### src/rtl/trng_pkg.sv
// Shared types and default sizing for the TRNG output stage.
// Holds the packer state encoding and the default word/FIFO/warm-up sizes.
package trng_pkg;

    typedef enum logic [1:0] {
        ST_IDLE   = 2'd0,
        ST_WARMUP = 2'd1,
        ST_PACK   = 2'd2
    } state_e;

    localparam int DEF_WORD_W      = 32;
    localparam int DEF_FIFO_DEPTH  = 4;
    localparam int DEF_WARMUP_BITS = 64;

endpackage

### src/rtl/trng_fifo.sv
// Show-ahead word FIFO: a pushed word is visible at o_head on the same edge that writes it.
// Latency 1 edge, push to head; a push into a full FIFO is taken only if a pop happens on that edge.
module trng_fifo #(
    parameter  int WIDTH = 32,
    parameter  int DEPTH = 4,
    localparam int LW    = $clog2(DEPTH + 1)
) (
    input  logic             clk,
    input  logic             rst_n,
    input  logic             i_push,
    input  logic [WIDTH-1:0] i_push_dat,
    input  logic             i_pop,
    output logic             o_full,
    output logic             o_empty,
    output logic [LW-1:0]    o_level,
    output logic [WIDTH-1:0] o_head
);

    localparam int AW = $clog2(DEPTH);

    logic [WIDTH-1:0] r_mem [DEPTH];
    logic [AW-1:0]    r_wr_ptr;
    logic [AW-1:0]    r_rd_ptr;
    logic [LW-1:0]    r_level;
    logic             w_pop;
    logic             w_push;

    assign o_full  = (r_level == LW'(DEPTH));
    assign o_empty = (r_level == '0);
    assign o_level = r_level;
    // Head is forced to zero when empty so the output reads 0 straight out of reset.
    assign o_head  = o_empty ? '0 : r_mem[r_rd_ptr];

    assign w_pop  = i_pop & ~o_empty;
    assign w_push = i_push & (~o_full | w_pop);

    always_ff @(posedge clk or negedge rst_n) begin
        if (!rst_n) begin
            r_wr_ptr <= '0;
            r_rd_ptr <= '0;
            r_level  <= '0;
        end else begin
            if (w_push) r_wr_ptr <= r_wr_ptr + AW'(1);
            if (w_pop)  r_rd_ptr <= r_rd_ptr + AW'(1);
            case ({w_push, w_pop})
                2'b10:   r_level <= r_level + LW'(1);
                2'b01:   r_level <= r_level - LW'(1);
                default: r_level <= r_level;
            endcase
        end
    end

    always_ff @(posedge clk) begin
        if (w_push) r_mem[r_wr_ptr] <= i_push_dat;
    end

endmodule

### src/rtl/trng_word_packer.sv
// Drops a warm-up prefix after each RUN entry, packs later bits MSB-first into words, and queues them.
// A word is valid on the edge its last bit is sampled; a word completing into a full FIFO is dropped (sticky overflow).
module trng_word_packer
    import trng_pkg::*;
#(
    parameter int WORD_W      = DEF_WORD_W,
    parameter int FIFO_DEPTH  = DEF_FIFO_DEPTH,
    parameter int WARMUP_BITS = DEF_WARMUP_BITS
) (
    input  logic                             clk,
    input  logic                             rst_n,
    input  logic                             run_en,
    input  logic                             bit_valid,
    input  logic                             bit_in,
    output logic                             out_valid,
    output logic [WORD_W-1:0]                out_data,
    input  logic                             out_ready,
    output logic [$clog2(FIFO_DEPTH+1)-1:0]  level,
    output logic                             overflow
);

    localparam int BC_W = $clog2(WORD_W);
    localparam int WU_W = (WARMUP_BITS > 1) ? $clog2(WARMUP_BITS) : 1;

    state_e            r_state;
    logic [BC_W-1:0]   r_bit_cnt;
    logic [WU_W-1:0]   r_wu_cnt;
    logic [WORD_W-1:0] r_sr;
    logic              r_ovf;

    logic              w_word_done;
    logic [WORD_W-1:0] w_word;
    logic              w_full;
    logic              w_empty;
    logic              w_pop;

    assign w_word      = {r_sr[WORD_W-2:0], bit_in};
    assign w_word_done = (r_state == ST_PACK) & run_en & bit_valid
                       & (r_bit_cnt == BC_W'(WORD_W - 1));
    assign w_pop       = out_valid & out_ready;
    assign out_valid   = ~w_empty;
    assign overflow    = r_ovf;

    always_ff @(posedge clk or negedge rst_n) begin
        if (!rst_n) begin
            r_state   <= ST_IDLE;
            r_bit_cnt <= '0;
            r_wu_cnt  <= '0;
            r_sr      <= '0;
        end else begin
            case (r_state)
                ST_IDLE: begin
                    if (run_en) r_state <= (WARMUP_BITS == 0) ? ST_PACK : ST_WARMUP;
                end
                ST_WARMUP: begin
                    if (!run_en) begin
                        r_state  <= ST_IDLE;
                        r_wu_cnt <= '0;
                    end else if (bit_valid) begin
                        if (r_wu_cnt == WU_W'(WARMUP_BITS - 1)) begin
                            r_state  <= ST_PACK;
                            r_wu_cnt <= '0;
                        end else begin
                            r_wu_cnt <= r_wu_cnt + WU_W'(1);
                        end
                    end
                end
                ST_PACK: begin
                    // Leaving RUN throws away the partial word; queued words stay.
                    if (!run_en) begin
                        r_state   <= ST_IDLE;
                        r_bit_cnt <= '0;
                        r_sr      <= '0;
                    end else if (bit_valid) begin
                        r_sr      <= w_word;
                        r_bit_cnt <= w_word_done ? '0 : r_bit_cnt + BC_W'(1);
                    end
                end
                default: r_state <= ST_IDLE;
            endcase
        end
    end

    always_ff @(posedge clk or negedge rst_n) begin
        if (!rst_n) r_ovf <= 1'b0;
        else        r_ovf <= r_ovf | (w_word_done & w_full & ~w_pop);
    end

    trng_fifo #(
        .WIDTH (WORD_W),
        .DEPTH (FIFO_DEPTH)
    ) u_fifo (
        .clk        (clk),
        .rst_n      (rst_n),
        .i_push     (w_word_done),
        .i_push_dat (w_word),
        .i_pop      (out_ready),
        .o_full     (w_full),
        .o_empty    (w_empty),
        .o_level    (level),
        .o_head     (out_data)
    );

endmodule

### config.mk
export PLATFORM = sky130hd
export DESIGN_NAME = trng_word_packer
export DESIGN_NICKNAME = d
export VERILOG_FILES = /design/src/rtl/trng_pkg.sv /design/src/rtl/trng_fifo.sv /design/src/rtl/trng_word_packer.sv
export SDC_FILE = /design/constraint.sdc
export NUM_CORES = 1
export LEC_CHECK = 0
export CORE_ASPECT_RATIO = 1.25
export CORE_MARGIN = 3
export CORE_UTILIZATION = 25
export DETAILED_ROUTE_END_ITERATION = 8
export GPL_TIMING_DRIVEN = 0
export HOLD_SLACK_MARGIN = 0.03
export PLACE_DENSITY = 0.5
export SLEW_MARGIN = 40
export SYNTH_ARGS = -nofsm -noshare
export SYNTH_HDL_FRONTEND = slang
export SYNTH_SLANG_ARGS = --single-unit
export TNS_END_PERCENT = 10
### constraint.sdc
create_clock -name clk -period 2.4 [get_ports clk]
set_input_delay 0.24 -clock clk [delete_from_list [all_inputs] [get_ports clk]]
set_output_delay 0.24 -clock clk [all_outputs]
set_load 0.02 [all_outputs]
==> impl_metrics.json, run 1 <==
{
  "p_total_uw": 6230,
  "drt_iter0_drc": 240,
  "die_area_um2": 30700,
  "fin_worst_skew_ns": 0.00704,
  "antenna_found_initial": 0,
  "avgSynthCellArea_um2": 18.5,
  "setup_tns_ns": 0,
  "grt_pass1_vias": 3838,
  "clk_latency_ns": 0.43,
  "hpwl_um": 8900,
  "synth_warnings": 0,
  "fp.dieW_um": 157,
  "clock-root-buffer": "clkbuf_16",
  "cp-end-kind": "register",
  "grt_max_degree": 33,
  "min_period_over_period_pct": 97.6,
  "drive_above_1_share_pct": 22.4,
  "synth-edff-count": 128,
  "ys_ff_latch": 180,
  "mostFrequentLayoutCells": "edfxtp_1 (128), dfrtp_1 (51), a22o_1 (35)",
  "relSlewSlack_pct": 63.7,
  "critPathMaxStageDelay_ns": 0.40,
  "slew_violations": 0,
  "tightest_slew_ns": 0.544,
  "max-vdd-ir-drop_mv": 0.518,
  "ys_seq_area_share_pct": 71.8,
  "diodes": 0,
  "worstPathArrival_ns": 2.69,
  "place_area_um2": 8100,
  "min_path_type": "in -> async",
  "layout_commonest_cell": "edfxtp_1",
  "gp_congestion": 0.658,
  "syn_area_um2": 7160,
  "coreArea_um2": 27900,
  "grt.total_usage_pct": 9.56,
  "ioPinCount": 43,
  "slowest_stage": "dfrtp_1",
  "cts_buffers": 17,
  "ys.flop_type": "edfxtp_1",
  "synth_nets": 402,
  "portBuffers": 41,
  "cts_buffer_depth": 2,
  "cts-htree-levels": 4,
  "worstPathMaxFanout": 7,
  "maxCapViolCount": 0,
  "grt-ovfl-total": 0,
  "max_freq_mhz": 427,
  "hold_viol_final": 0,
  "drcViolationCount": 0,
  "die_y_um": 195,
  "vias_per_cell": 4.46,
  "status": "finished clean",
  "rsz0062_at_grt": "true",
  "std_cell_rows": 68,
  "drt-pass1-iter-count": 4,
  "synthCells": 387,
  "synthToLayoutAreaGrowth_pct": 22.2,
  "async_flop_share_pct": 28.9,
  "wl_um": 14100,
  "filler_cell_count": 2721,
  "final_util_pct": 31.3,
  "required_ns": 2.75,
  "synth_top_area_share_pct": 53.7,
  "setup_viol": 0,
  "grt_pass1_wl_um": 22200,
  "tritoncts": "built",
  "num-nets-final": 467,
  "antenna_left": 0,
  "clock-sinks": 180,
  "ys_types": 45,
  "p_leak_uw": 0.00358,
  "dr_total_vias": 3635,
  "power_density_nw_per_um2": 712,
  "wire_per_inst_um": 17.3,
  "yosys.area.top_type": "edfxtp_1",
  "initial_utilization_pct": 25.7,
  "cp_cell_sequence": "ha_1 -> and3_1 -> ha_2 -> inv_2 -> nor3_4 -> inv_1 -> ha_2 -> inv_1 -> fa_1 -> xor2_1 -> nor2_1 -> xor2_1",
  "path_class": "reg -> reg",
  "path_clk_slew_ns": 0.07,
  "critPathLaunchType": "register",
  "synth_area_leaders": "edfxtp_1 (54%), dfrtp_1 (18%), mux4_2 (7.2%)",
  "layout_min_cycle_time_ns": 2.34,
  "design_area_um2": 8750
}
## report_power, final
part / switching (uW) / leakage [uW] / internal (uW)
logic: 45.6 / 0.00111 / 36.4
registers: 22.0 / 0.00219 / 3310
clock network: 1220 / 0.000285 / 1600
## what timing repair did
action | 4_1_cts | 5_1_grt
resized for setup | 57 | 11
hold buffers | 1 | 0
setup buffers | 0 | 2
endpoints found under the setup margin | 105 | 31
cloned | 0 | 0
hold endpoints to repair | 52 | 0
pin swaps | 1 | 0
## final cells by class
class                           count  area, um2  area share [%]
Inverter                            8       30.0           0.343
Multi-Input combinational cell    176       1870            21.4
Sequential cell                   180       5150            58.8
Timing Repair Buffer               48        479            5.48
Tap cell                          350        438            5.01
Clock buffer                       18        439            5.02
Buffer                             21        179            2.05
Clock inverter                     14        165            1.89
## per-stage QoR
| step | worst slack, ns | hold WS, ns | instances |
|---|---|---|---|
| after floorplan | -0.0994 | -0.0556 | 387 |
| after global placement | -1.02 | 0.462 | 778 |
| after detailed placement | -0.278 | 0.155 | 782 |
| after CTS | -0.0837 | 0.226 | 813 |
| after global routing | -0.0917 | 0.242 | 815 |
| final | 0.0572 | 0.232 | 815 |
## per-layer routing
metal	global-route usage [%]	wire [um]
met1	12.4	6320
met2	15.5	7040
met3	2.57	512
met4	3.18	210
met5	0	0
## final timing paths
path / startpoint / endpoint / slack, ns / cells past startpoint
worst max-delay path: r_bit_cnt[0] / u_fifo.o_level[2] / 0.06 / 12
worst min-delay path: rst_n / u_fifo.o_level[2] / 0.23 / 2
worst max register to register: r_bit_cnt[0] / u_fifo.o_level[2] / 0.06 / 12
worst min register to register: overflow / overflow / 0.49 / 1
max in group asynchronous: rst_n / r_sr[14] / 1.69 / 3
min in group clk: bit_valid / r_wu_cnt[0] / 0.26 / 3
## registers in the layout (all words and copies together), names as in the netlist
register         count
u_fifo.r_mem       128
r_sr                31
r_wu_cnt             6
r_bit_cnt            5
u_fifo.o_level       3
r_state              2
u_fifo.r_rd_ptr      2
u_fifo.r_wr_ptr      2
overflow             1
## logic make-up (layout without fill, tap and decap cells)
kind of cell / count (synthesis) / in the layout / synth area share (%)
and+or+nand+nor: 74 / 74 / 6.29
AOI/OAI and AO/OA: 50 / 50 / 5.73
adders and majority gates: 9 / 9 / 1.68
buffers and inverters: 31 / 109 / 2.43
muxes: 37 / 37 / 11.3
DFF: 180 / 180 / 71.8
xor gates and xnor gates: 6 / 6 / 0.734
## Yosys cell counts (4+ instances only)
cell type	instances
edfxtp_1	128
dfrtp_1	52
and2_1	37
a22o_1	35
mux4_2	23
buf_2	13
mux4_1	9
ha_1	8
inv_1	8
nand2_1	8
buf_6	5
clkbuf_1	4
mux2_2	4
nand3_1	4
o21ai_0	4
## critical path: cells and delay by family (launching register included)
family | cells | cell delay [ns]
XOR/XNOR | 2 | 0.31
adder cells (fa/ha/maj) | 4 | 0.97
buffers and inverters | 3 | 0.21
flip-flops | 1 | 0.40
AND/OR/NAND/NOR | 3 | 0.37
No activity file was read; power rests on OpenSTA's default activity.
==> run 2, diff against run 1 <==
MAX_ROUTING_LAYER = met4   (was not set)
==> run 2 against run 1 <==
Maximum frequency about the same. Largest power group unchanged. Clock power about the same. Via count increased by 0.61%.
==> impl_metrics.json, run 2 (synthesis results as in run 1) <==
{
  "drt_iter0_drc": 243,
  "setup_tns_ns": 0,
  "final_util_pct": 31.3,
  "place_area_um2": 8100,
  "drive_above_1_share_pct": 22.4,
  "design_area_um2": 8750,
  "hold_viol_final": 0,
  "largest_register_ffs": 128,
  "grt_max_degree": 33,
  "min_path_type": "in -> async",
  "slew_violations": 0,
  "antenna_left": 0,
  "max_freq_mhz": 427,
  "gp_congestion": 0.664,
  "synthToLayoutAreaGrowth_pct": 22.2,
  "required_ns": 2.75,
  "layout_commonest_cell": "edfxtp_1",
  "cts-htree-levels": 4,
  "worstReg2RegStart": "r_bit_cnt[0]",
  "ioPinCount": 43,
  "wl_um": 14100,
  "tightest_slew_ns": 0.556,
  "top_register": "u_fifo.r_mem",
  "dr_total_vias": 3657,
  "r2r_end": "u_fifo.o_level[2]",
  "min_period_over_period_pct": 97.6,
  "relSlewSlack_pct": 63.0,
  "die_y_um": 195,
  "tritoncts": "built",
  "power_density_nw_per_um2": 712,
  "p_leak_uw": 0.00358,
  "grt_pass1_wl_um": 22200,
  "path_class": "reg -> reg",
  "cts_buffer_depth": 2,
  "cp-end-kind": "register",
  "max-vdd-ir-drop_mv": 0.511,
  "coreArea_um2": 27900,
  "reg.largest.list": "u_fifo.r_mem (128), r_sr (31), r_wu_cnt (6)",
  "mostFrequentLayoutCells": "edfxtp_1 (128), dfrtp_1 (51), a22o_1 (35)",
  "wire_per_inst_um": 17.3,
  "clock-root-buffer": "clkbuf_16",
  "setup_viol": 0,
  "num-nets-final": 467,
  "worstPathArrival_ns": 2.69,
  "initial_utilization_pct": 25.7,
  "status": "finished clean",
  "std_cell_rows": 68,
  "fin_worst_skew_ns": 0.00798,
  "rsz0062_at_grt": "true",
  "worstPathMaxFanout": 7,
  "cp-startpoint": "r_bit_cnt[0]",
  "antenna_found_initial": 0,
  "grt-ovfl-total": 0,
  "die_area_um2": 30700,
  "fp.dieW_um": 157,
  "worst-r2r-cell-count": 12,
  "drt-pass1-iter-count": 4,
  "drcViolationCount": 0,
  "grt_pass1_vias": 3842,
  "grt.total_usage_pct": 9.85,
  "reg2reg_setup_slack_ns": 0.06,
  "layout_min_cycle_time_ns": 2.34,
  "portBuffers": 41,
  "critPathLaunchType": "register",
  "diodes": 0,
  "cts_buffers": 17,
  "path_clk_slew_ns": 0.07,
  "maxCapViolCount": 0,
  "vias_per_cell": 4.49,
  "hpwl_um": 8900,
  "crit_end": "u_fifo.o_level[2]",
  "clock-sinks": 180,
  "clk_latency_ns": 0.42
}
==> run 2: cell counts in the layout (fill, tap and decap cells not counted) <==
Identical to the previous run, type by type.
==> run 2: metal layers <==
| layer | track usage [%] | wire, um | vias to the layer above |
|---|---|---|---|
| li1 | - | - | 1653 |
| met1 | 12.5 | 6390 | 1911 |
| met2 | 15.5 | 7030 | 82 |
| met3 | 2.42 | 507 | 11 |
| met4 | 3.18 | 190 | 0 |
| met5 | - | 0 | - |
==> run 2: how the worst min path moves through the flow <==
stage / cells after the start / slack, ns / start / to
3_5_place_dp: 1 / 0.16 / rst_n / u_fifo.o_level[2]
3_3_place_gp: 1 / 0.46 / r_wu_cnt[5] / r_wu_cnt[5]
5_1_grt: 2 / 0.24 / rst_n / u_fifo.o_level[0]
6_report: 2 / 0.24 / rst_n / u_fifo.o_level[2]
2_1_floorplan: 0 / -0.06 / rst_n / overflow
4_1_cts: 2 / 0.23 / rst_n / u_fifo.o_level[2]
==> run 2: where the power goes <==
group | leakage [uW] | switching (uW) | internal, uW
clock | 0.000285 | 1220 | 1600
sequential | 0.00219 | 22.4 | 3310
combinational | 0.00111 | 45.7 | 36.4
total | 0.00358 | 1290 | 4940
==> run 2: area by class of cell <==
type                       instances  area [um2]
fill                            2719       19200
sequential                       180        5150
multi-input combinational        176        1870
timing repair buffer              48         479
clock buffer                      18         439
tap                              350         438
buffer                            21         179
clock inverter                    14         165
inverter                           8        30.0
==> run 2: per-stage QoR <==
step	worst slack (ns)	hold WS, ns	power [uW]	instances
after floorplan	-0.0994	-0.0556	3440	387
after global placement	-1.02	0.462	3470	778
after detailed placement	-0.278	0.155	3480	782
after CTS	-0.0837	0.226	6320	813
after global routing	-0.0917	0.244	6450	815
final	0.0566	0.238	6230	815
==> run 2: critical path, stage by stage, from the launching register on <==
cell and delay, ns:
dfrtp_1 0.40, ha_1 0.23, and3_1 0.19, ha_2 0.19
inv_2 0.08, nor3_4 0.06, inv_1 0.08, ha_2 0.18
inv_1 0.05, fa_1 0.37, xor2_1 0.15, nor2_1 0.12
xor2_1 0.16
==> run 2: what timing repair did <==
item                                   4_1_cts  5_1_grt
buffers inserted                             0        2
resized for setup                           57       11
hold buffers                                 1        0
endpoints found under the hold margin       52        0
pin swaps                                    1        0
setup endpoints to repair                  105       31
